===== config.mk =====
export PLATFORM = sky130hd
export DESIGN_NAME = bram_port_arbiter
export DESIGN_NICKNAME = d
export VERILOG_FILES = /design/src/rtl/bram_port_arbiter.sv
export SDC_FILE = /design/constraint.sdc
export NUM_CORES = 1
export LEC_CHECK = 0
export BUFFER_PORTS_ARGS = -buffer_cell sky130_fd_sc_hd__clkbuf_2
export CORE_ASPECT_RATIO = 0.8
export CORE_MARGIN = 3
export CORE_UTILIZATION = 38
export DETAILED_ROUTE_END_ITERATION = 6
export PLACE_DENSITY = 0.75
export REMOVE_ABC_BUFFERS = 1
export SLEW_MARGIN = 20
export SYNTH_ARGS = -nofsm -noshare
export SYNTH_HDL_FRONTEND = slang
export SYNTH_SLANG_ARGS = --single-unit

===== constraint.sdc =====
create_clock -name I_CLK -period 1.3 [get_ports I_CLK]
set_input_delay 0.13 -clock I_CLK [delete_from_list [all_inputs] [get_ports I_CLK]]
set_output_delay 0.13 -clock I_CLK [all_outputs]
set_load 0.1 [all_outputs]

===== src/rtl/bram_port_arbiter.sv =====
// Two-requester arbiter in front of one single-port, synchronous-read BRAM.
// Fixed priority (A first) by default; define BRAM_ARB_RR_EN for round-robin arbitration.
`timescale 1ns/1ps
module bram_port_arbiter #(
   parameter logic [15:0] P_OFFSET_MASK = 16'h00FF
) (
   input  logic        I_CLK,
   input  logic        I_RESET,
   input  logic        I_A_REQ,
   input  logic        I_A_WE,
   input  logic [15:0] I_A_ADDR,
   input  logic [7:0]  I_A_WDATA,
   input  logic        I_B_REQ,
   input  logic        I_B_WE,
   input  logic [15:0] I_B_ADDR,
   input  logic [7:0]  I_B_WDATA,
   output logic        O_A_GNT,
   output logic        O_B_GNT,
   output logic        O_A_RVALID,
   output logic        O_B_RVALID,
   output logic [7:0]  O_A_RDATA,
   output logic [7:0]  O_B_RDATA,
   output logic        O_BRAM_EN,
   output logic        O_BRAM_WE,
   output logic [15:0] O_BRAM_ADDR,
   output logic [7:0]  O_BRAM_DIN,
   input  logic [7:0]  I_BRAM_DOUT
);

   localparam int N_REQ = 2;

   // Index 0 is requester A, index 1 is requester B.
   logic [N_REQ-1:0] req;
   logic [N_REQ-1:0] req_we;
   logic [15:0]      req_addr  [N_REQ];
   logic [7:0]       req_wdata [N_REQ];

   logic [N_REQ-1:0] gnt_reg;
   logic [N_REQ-1:0] gnt_next;
   logic [N_REQ-1:0] eff_req;
   logic             win_any;
   logic             win_id;

   logic             en_reg;
   logic             we_reg;
   logic [15:0]      addr_reg;
   logic [7:0]       din_reg;

   logic             tag1_valid_reg;
   logic             tag1_id_reg;
   logic             tag2_valid_reg;
   logic             tag2_id_reg;

   assign req          = {I_B_REQ, I_A_REQ};
   assign req_we       = {I_B_WE, I_A_WE};
   assign req_addr[0]  = I_A_ADDR;
   assign req_addr[1]  = I_B_ADDR;
   assign req_wdata[0] = I_A_WDATA;
   assign req_wdata[1] = I_B_WDATA;

   // A requester being granted this cycle is still presenting the old command.
   assign eff_req = req & ~gnt_reg;
   assign win_any = |eff_req;

`ifdef BRAM_ARB_RR_EN
   logic rr_ptr_reg;
   logic rr_ptr_next;

   always_comb begin
      win_id      = ~eff_req[0];
      rr_ptr_next = rr_ptr_reg;
      if (eff_req[0] && eff_req[1]) begin
         win_id = rr_ptr_reg;
      end
      if (win_any) begin
         rr_ptr_next = ~win_id;
      end
   end

   always_ff @(posedge I_CLK) begin
      if (I_RESET) begin
         rr_ptr_reg <= 1'b0;
      end else begin
         rr_ptr_reg <= rr_ptr_next;
      end
   end
`else
   always_comb begin
      win_id = ~eff_req[0];
   end
`endif

   always_comb begin
      gnt_next = '0;
      if (win_any) begin
         gnt_next[win_id] = 1'b1;
      end
   end

   always_ff @(posedge I_CLK) begin
      if (I_RESET) begin
         gnt_reg        <= '0;
         en_reg         <= 1'b0;
         we_reg         <= 1'b0;
         addr_reg       <= '0;
         din_reg        <= '0;
         tag1_valid_reg <= 1'b0;
         tag1_id_reg    <= 1'b0;
         tag2_valid_reg <= 1'b0;
         tag2_id_reg    <= 1'b0;
      end else begin
         gnt_reg        <= gnt_next;
         en_reg         <= win_any;
         we_reg         <= win_any & req_we[win_id];
         if (win_any) begin
            addr_reg <= req_addr[win_id] & P_OFFSET_MASK;
            din_reg  <= req_wdata[win_id];
         end
         tag1_valid_reg <= win_any & ~req_we[win_id];
         tag1_id_reg    <= win_id;
         tag2_valid_reg <= tag1_valid_reg;
         tag2_id_reg    <= tag1_id_reg;
      end
   end

   // Per-requester return registers; only the tagged owner captures BRAM data.
   generate
      for (genvar gi = 0; gi < N_REQ; gi++) begin : g_ret
         logic       rvalid_reg;
         logic [7:0] rdata_reg;
         logic       hit;

         assign hit = tag2_valid_reg && (tag2_id_reg == 1'(gi));

         always_ff @(posedge I_CLK) begin
            if (I_RESET) begin
               rvalid_reg <= 1'b0;
               rdata_reg  <= '0;
            end else begin
               rvalid_reg <= hit;
               if (hit) begin
                  rdata_reg <= I_BRAM_DOUT;
               end
            end
         end
      end
   endgenerate

   assign O_A_GNT     = gnt_reg[0];
   assign O_B_GNT     = gnt_reg[1];
   assign O_A_RVALID  = g_ret[0].rvalid_reg;
   assign O_B_RVALID  = g_ret[1].rvalid_reg;
   assign O_A_RDATA   = g_ret[0].rdata_reg;
   assign O_B_RDATA   = g_ret[1].rdata_reg;
   assign O_BRAM_EN   = en_reg;
   assign O_BRAM_WE   = we_reg;
   assign O_BRAM_ADDR = addr_reg;
   assign O_BRAM_DIN  = din_reg;

endmodule


==> results.yml, run 1 <==
floorplanning:
  initial_utilization: 0.406
  die_h_um: 66.5
  rows: 21
  core_area_sq_um: 4280
  num_io_pins: 108
  die_x_um: 81.6
  die-area_sq_um: 5430
yosys:
  synth_cell_types: 22
  ys.warnings.count: 0
  synth_top_cells_by_count: "57 x nand2_1, 42 x dfxtp_1, 17 x nor3_1, 16 x a21oi_1, 10 x a311oi_2"
  synth_area_leader_cell: "dfxtp_1"
  synth_top_area_frac: 0.484
  ys_async_sr_fraction: 0
  synthFlopType: "dfxtp_1"
  ys_seq_area_frac: 0.484
  synth_edf_count: 0
  yosysMostFrequentCell: "nand2_1"
  synthTopCellsByArea: "dfxtp_1 48%, nand2_1 12%, a311oi_2 8.6%"
  syn_avg_cell_area_sq_um: 8.65
  ys_ff_latch: 42
  synthCells: 201
  synth_area_sq_um: 1740
worst_setup_path:
  critPathKind: "flop to primary output"
  slowest_delay_ps: 470
  critPathSlowestCell: "clkbuf_2"
  required_ps: 1170
  cp.arrival_ps: 1120
  crit_buf_inv: 1
  critPathLaunchType: "flop"
  crit_path_max_fanout: 2
  path_delay_family: "buffers and inverters"
  worst_setup_path_end_kind: "primary output"
  crit_chain: "clkbuf_2"
clock_network:
  cts_tree: "yes"
  htree_levels: 2
  clk_path_buf_depth: 2
  cts_root_buffer: "clkbuf_8"
  cts_sinks: 42
  numCtsBuffers: 5
  post_cts.repair.setup_buffers: 0
  clock_latency_ps: 290
  path_clk_slew_ps: 80
min_path:
  hp-class: "input pin to flop"
final_layout:
  n_antenna_cell: 0
  instances_no_fill: 342
  area_growth_pct: 39.1
  drive_gt1_frac: 0.414
  fin_nets: 347
  num-fill-cells: 405
timing:
  slew_headroom: 0.640
  fin_crit_ps: 1250
  setup_ws_ps: 51.4
  slew_violations: 0
  max_freq_mhz: 801
  setup_viol: 0
  worstMarginPinSlew_ps: 542
  holdWs_ps: 70.5
  rsz0062_at_grt: "no"
  period_share: 0.960
  finClkSkew_ps: 1.94
  finalHoldViolations: 0
power_and_ir_drop:
  p_leak_nw: 1.09
  vdd_drop_max_uv: 637
  p_total_mw: 3.47
  p_per_area_nw_per_um2: 1440
global_routing:
  first_global_vias: 1416
  grt_max_degree: 23
  track_usage: 0.168
  overflow: 0
  grt_pass1_wl_um: 6790
  antenna_found_initial: 0
route:
  drc: 0
  drt_iter0_drc: 72
  wirelength_um: 4470
  num_vias: 1628
  via_per_inst: 4.76
  wire_per_inst_um: 13.1
  firstDrtPassIters: 4
  ant_nets: 0
status:
  status: "finished clean"
placement:
  detailedPlace.worstSlack_ps: 88.4
  place.gp.congestion: 0.771
  io_buffers: 83
  dp.cells: 335
  hpwl_um: 3390
run:
  cap_violations: 0
[per-layer routing]
| metal | GRT usage | vias to the layer above | wire, um |
|---|---|---|---|
| met4 | 0.0809 | 0 | 91 |
| met3 | 0.0365 | 7 | 272 |
| met1 | 0.213 | 732 | 1920 |
| met5 | 0 | - | 0 |
| li1 | - | 831 | - |
| met2 | 0.269 | 58 | 2180 |
[area by class of cell]
type	count	area, sq um	area share
sequential	42	842	0.348
multi-input combinational	139	768	0.318
timing repair buffer	97	623	0.258
clock buffer	6	82.6	0.0342
tap	57	71.3	0.0295
clock inverter	1	30.0	0.0124
[cell usage in the layout (no fill, tap or decap)]
cell type  count
a311oi_2      12
nor3b_1        1
nor2_1         6
nand3_1        8
dfxtp_2        1
and2_1         1
nand2b_1       2
clkbuf_2      52
clkbuf_8       6
nor2b_1        4
a21oi_1       16
buf_12         2
buf_4         43
a311oi_1       4
dfxtp_1       41
nor2b_4        1
nand2_1       57
bufinv_16      1
nor3_1        17
or2_1          1
conb_1         8
mux2i_1        1
[metrics by stage]
stage / area, sq um / utilization / setup TNS (ps)
final: 2420 / 0.564 / 0
after global routing: 2420 / 0.564 / 0
after CTS: 2400 / 0.561 / 0
after detailed placement: 2290 / 0.535 / 0
after global placement: 2290 / 0.535 / 0
after floorplan: 1600 / - / -18320
[kinds of logic (layout without fill, tap and decap cells)]
family | after synthesis | after routing | share of synthesized area
compound gates | 32 | 32 | 0.163
buf+inv | 27 | 104 | 0.0965
flops | 42 | 42 | 0.484
mux | 1 | 1 | 0.00576
other cells | 1 | 8 | 0.00216
simple gates | 98 | 98 | 0.249
[power breakdown]
| part | switching, mW | internal [mW] |
|---|---|---|
| sequential | 0.0411 | 1.36 |
| clock | 0.431 | 0.614 |
| combinational | 0.781 | 0.246 |
| total | 1.25 | 2.22 |
[worst paths after layout]
kind,from,to,slack [ps],depth (start not counted)
setup / recovery,O_BRAM_ADDR[0],O_BRAM_ADDR[0],50,1
setup reg to reg,gnt_reg[0],O_BRAM_ADDR[0],110,4
hold / removal,I_BRAM_DOUT[3],O_A_RDATA[3],70,3
hold reg to reg,tag1_valid_reg,tag2_valid_reg,450,1
[timing repair]
item,4_1_cts,5_1_grt
setup endpoints to repair,0,3
hold buffers,0,0
gates resized for setup,0,3
Power figures use the tool's default switching activity.
==> inputs of run 2 (changes only) <==
- PLACE_DENSITY: 0.75 -> not set
- PLACE_DENSITY_LB_ADDON: not set -> 0.05
==> results.yml, run 2 (same netlist as run 1, synthesis figures left out) <==
final_layout:
  area_growth_pct: 38.2
  fin_nets: 346
  drive_gt1_frac: 0.405
  instances_no_fill: 341
  n_antenna_cell: 0
  final_common_cell: "nand2_1"
  fin_area_sq_um: 2400
  layout_common_cells: "57 x nand2_1, 47 x clkbuf_2, 45 x buf_4, 41 x dfxtp_1, 17 x nor3_1"
route:
  routedLengthMet1_um: 1990
  via_per_inst: 4.68
  wl_met3_um: 330
  ant_nets: 0
  top_layer_used: "met4"
  firstDrtPassIters: 4
  drc: 0
  wirelength_um: 4190
  num_vias: 1595
  wl_met2_um: 1830
  wire_per_inst_um: 12.3
  drt_iter0_drc: 56
floorplanning:
  die_h_um: 66.5
  rows: 21
  die_x_um: 81.6
  core_area_sq_um: 4280
  die-area_sq_um: 5430
  initial_utilization: 0.406
  num_io_pins: 108
timing:
  slew_violations: 0
  worstMarginPinSlew_ps: 540
  rsz0062_at_grt: "no"
  fin_setup_tns_ps: 0
  slew_headroom: 0.642
  fin_crit_ps: 1170
  max_freq_mhz: 854
  finalHoldViolations: 0
  finClkSkew_ps: 3.45
  period_share: 0.901
  setup_viol: 0
worst_setup_path:
  path_delay_family: "buffers and inverters"
  critPathSlowestCell: "clkbuf_2"
  worst_setup_path_end_kind: "primary output"
  cp.arrival_ps: 1040
  crit_buf_inv: 1
  required_ps: 1170
  critPathLaunchType: "flop"
  slowest_delay_ps: 440
  critPathKind: "flop to primary output"
  crit_chain: "clkbuf_2"
  crit_path_max_fanout: 1
power_and_ir_drop:
  p_per_area_nw_per_um2: 1340
  vdd_drop_max_uv: 622
  p_leak_nw: 1.08
global_routing:
  first_global_vias: 1335
  track_usage: 0.154
  overflow: 0
  antenna_found_initial: 0
  grt_pass1_wl_um: 6280
  grt_max_degree: 22
run:
  cap_violations: 0
placement:
  io_buffers: 83
  place.gp.congestion: 0.728
  dp.cells: 334
  placed_cell_area_sq_um: 2320
  hpwl_um: 3080
clock_network:
  cts-hold-fix-buffers: 0
  numCtsBuffers: 5
  cts_tree: "yes"
  clock_latency_ps: 290
  path_clk_slew_ps: 80
  clk_path_buf_depth: 2
  htree_levels: 2
  cts_root_buffer: "clkbuf_8"
  cts_sinks: 42
min_path:
  hp-class: "input pin to flop"
status:
  status: "finished clean"
-- run 2: cell count changes in the layout (fill, tap and decap cells not counted), moves of 2 or more --
| cell | delta |
|---|---|
| clkinv_2 | +2 |
| a311oi_2 | -2 |
| a311oi_1 | +2 |
| clkbuf_2 | -5 |
| buf_4 | +2 |
| buf_12 | +2 |
-- run 2: metal layers --
metal / vias up / global-route usage
met2: 60 / 0.222
li1: 834 / -
met3: 5 / 0.0446
met1: 696 / 0.215
met5: - / 0
met4: 0 / 0.0560
-- run 2: layout make-up --
class                   instances  area, sq um
clock buffers                   5         68.8
repair buffers                 96          653
flip-flops and latches         42          842
multi-input cells             139          756
well taps                      57         71.3
fillers                       408         1880
clock inverters                 2         10.0
-- run 2: worst paths after layout --
path / from / end / slack (ps) / depth (start not counted)
setup reg to reg: gnt_reg[0] / tag1_valid_reg / 140 / 4
hold / removal: I_BRAM_DOUT[4] / O_A_RDATA[4] / 80 / 3
setup / recovery: O_BRAM_WE / O_BRAM_WE / 130 / 1
hold reg to reg: tag1_id_reg / tag2_id_reg / 440 / 1
-- run 2: worst min-delay path, stage by stage --
cell	delay, ps
clkbuf_2	90
nand2_1	50
a21oi_1	50
-- run 2: report_power, final --
group          switching (mW)  internal, mW
registers              0.0368          1.36
clock network           0.422         0.361
logic                   0.777         0.257
total                    1.24          1.98
-- run 2: what timing repair did --
action,CTS,global route
buffers inserted,0,0
gates resized for setup,0,1
endpoints found under the setup margin,0,1
hold endpoints to repair,0,0
-- run 2: per-stage QoR --
step / worst slack [ps] / total power [mW] / hold WS (ps) / util
after floorplan: -998 / 2.17 / 198 / -
after global placement: 119 / 2.46 / 378 / 0.542
after detailed placement: 75.3 / 2.46 / 378 / 0.542
after CTS: 76.7 / 3.25 / 62.5 / 0.560
after global routing: 14.5 / 3.37 / 74.5 / 0.561
final: 129 / 3.21 / 78.7 / 0.561
==> inputs of run 3 (changes only) <==
- ABC_AREA: not set -> 1
- CORE_UTILIZATION: 38 -> 39
==> results.yml, run 3 <==
worst_setup_path:
  required_ps: 1170
  critPathLaunchType: "flop"
  critPathKind: "flop to primary output"
  worst_setup_path_end_kind: "primary output"
  crit_buf_inv: 1
  crit_path_max_fanout: 2
  critPathSlowestCell: "clkbuf_2"
  r2r_cells: 7
  r2r-start: "gnt_reg[0]"
  cp.arrival_ps: 1080
  path_delay_family: "buffers and inverters"
  slowest_delay_ps: 460
  timing.rr.end: "O_BRAM_DIN[6]"
  crit_chain: "clkbuf_2"
  rrSetupSlack_ps: 210
yosys:
  ys_ff_latch: 42
  synth_area_sq_um: 1880
  synth_top_cells_by_count: "88 x nor2_1, 51 x nand2_1, 42 x dfxtp_1, 24 x inv_1, 16 x nand3b_1"
  synthXorXnorAreaFrac: 0
  syn_avg_cell_area_sq_um: 7.10
  synth_top_family_by_area: "simple AND/OR/NAND/NOR gates"
  synth-simple-area-share: 0.375
  synth_cell_types: 16
  ys_seq_area_frac: 0.447
  synthFlopType: "dfxtp_1"
  synthMuxAreaShare: 0
  yosysMostFrequentCell: "nor2_1"
  synth_area_leader_cell: "dfxtp_1"
  ys.warnings.count: 0
  synthCells: 265
  synthTopCellsByArea: "dfxtp_1 45%, nor2_1 18%, nand2_1 10%"
  synthAdderAreaFrac: 0
  synth_compound_area_frac: 0.0452
  synth_edf_count: 0
  synth_top_area_frac: 0.447
  ys_async_sr_fraction: 0
route:
  drc: 0
  num_vias: 1706
  firstDrtPassIters: 4
  wirelength_um: 4130
  via_per_inst: 4.19
  drt_iter0_drc: 40
  wire_per_inst_um: 10.2
  ant_nets: 0
min_path:
  hp-start: "I_BRAM_DOUT[1]"
  holdPathStages: 3
  hp-class: "input pin to flop"
  holdPathEnd: "O_A_RDATA[1]"
clock_network:
  cts-hold-fix-buffers: 0
  clk_path_buf_depth: 2
  cts_root_buffer: "clkbuf_8"
  clock_latency_ps: 280
  numCtsBuffers: 5
  htree_levels: 2
  cts_sinks: 42
  cts_resized: 0
  post_cts.repair.setup_buffers: 0
  path_clk_slew_ps: 80
  cts_tree: "yes"
timing:
  period_share: 0.932
  rsz0062_at_grt: "no"
  fin_crit_ps: 1210
  finClkSkew_ps: 7.08
  fin_setup_tns_ps: 0
  slew_violations: 0
  worstMarginPinSlew_ps: 555
  slew_headroom: 0.632
  finalHoldViolations: 0
  max_freq_mhz: 825
  setup_viol: 0
final_layout:
  final_common_cell: "nor2_1"
  layout_common_cells: "88 x nor2_1, 52 x clkbuf_2, 51 x nand2_1, 42 x dfxtp_1, 35 x buf_4"
  regArea_sq_um: 841
  final_core_util: 0.560
  fin_nets: 411
  drive_gt1_frac: 0.297
  n_antenna_cell: 0
  instances_no_fill: 407
  fin_area_sq_um: 2470
  multiInputGateArea_sq_um: 820
  num-fill-cells: 473
  area_growth_pct: 31.4
floorplanning:
  core_area_sq_um: 4410
  die-area_sq_um: 5700
  die_h_um: 68.1
  die_x_um: 83.6
  num_io_pins: 108
  rows: 21
  initial_utilization: 0.426
global_routing:
  grt_max_degree: 32
  overflow: 0
  track_usage: 0.144
  antenna_found_initial: 0
  grt_pass1_wl_um: 6570
  first_global_vias: 1455
power_and_ir_drop:
  p_leak_nw: 1.38
  p_total_mw: 3.40
  vdd_drop_max_uv: 832
  p_per_area_nw_per_um2: 1380
placement:
  place.gp.congestion: 0.727
  hpwl_um: 3140
  placed_cell_area_sq_um: 2370
  io_buffers: 83
  dp.cells: 399
run:
  cap_violations: 0
status:
  status: "finished clean"
run 3: through the flow:
step	hold slack [ps]	setup WS, ps
floorplan	201	-647
global placement	370	249
detailed placement	385	225
CTS	68.6	81.8
global route	80.9	55.6
finish	75.8	88.4
run 3: worst max path at each step:
stage | startpoint | end | cells past startpoint
CTS | O_B_RVALID | O_B_RVALID | 1
detailed placement | gnt_reg[0] | O_BRAM_DIN[6] | 7
floorplan | gnt_reg[0] | tag1_valid_reg | 5
finish | O_BRAM_DIN[4] | O_BRAM_DIN[4] | 1
global route | O_B_RVALID | O_B_RVALID | 1
global placement | gnt_reg[0] | O_BRAM_DIN[6] | 7
run 3: metal layers:
| layer | track usage | wire length [um] |
|---|---|---|
| met1 | 0.191 | 1990 |
| met2 | 0.230 | 1790 |
| met3 | 0.0469 | 342 |
| met4 | 0.0361 | 18 |
| met5 | 0 | 0 |
run 3: cell type report:
| cell class | count | share of cell area |
|---|---|---|
| clock buffers | 6 | 0.0334 |
| well taps | 57 | 0.0289 |
| repair buffers | 88 | 0.220 |
| multi-input cells | 186 | 0.332 |
| flip-flops and latches | 42 | 0.340 |
| inverters | 26 | 0.0395 |
| clock inverters | 2 | 0.00658 |
run 3: cells by family (layout without fill, tap and decap cells):
kind of cell           after synthesis  after routing
buffers and inverters               44            122
other                                1              8
DFF                                 42             42
AOI/OAI and AO/OA                   17             17
and+or+nand+nor                    161            161
run 3: report_power, final:
group / total [mW] / switching, mW / internal, mW
Sequential: 1.40 / 0.0374 / 1.37
Combinational: 1.12 / 0.871 / 0.251
Clock: 0.874 / 0.437 / 0.437
Total: 3.40 / 1.35 / 2.06
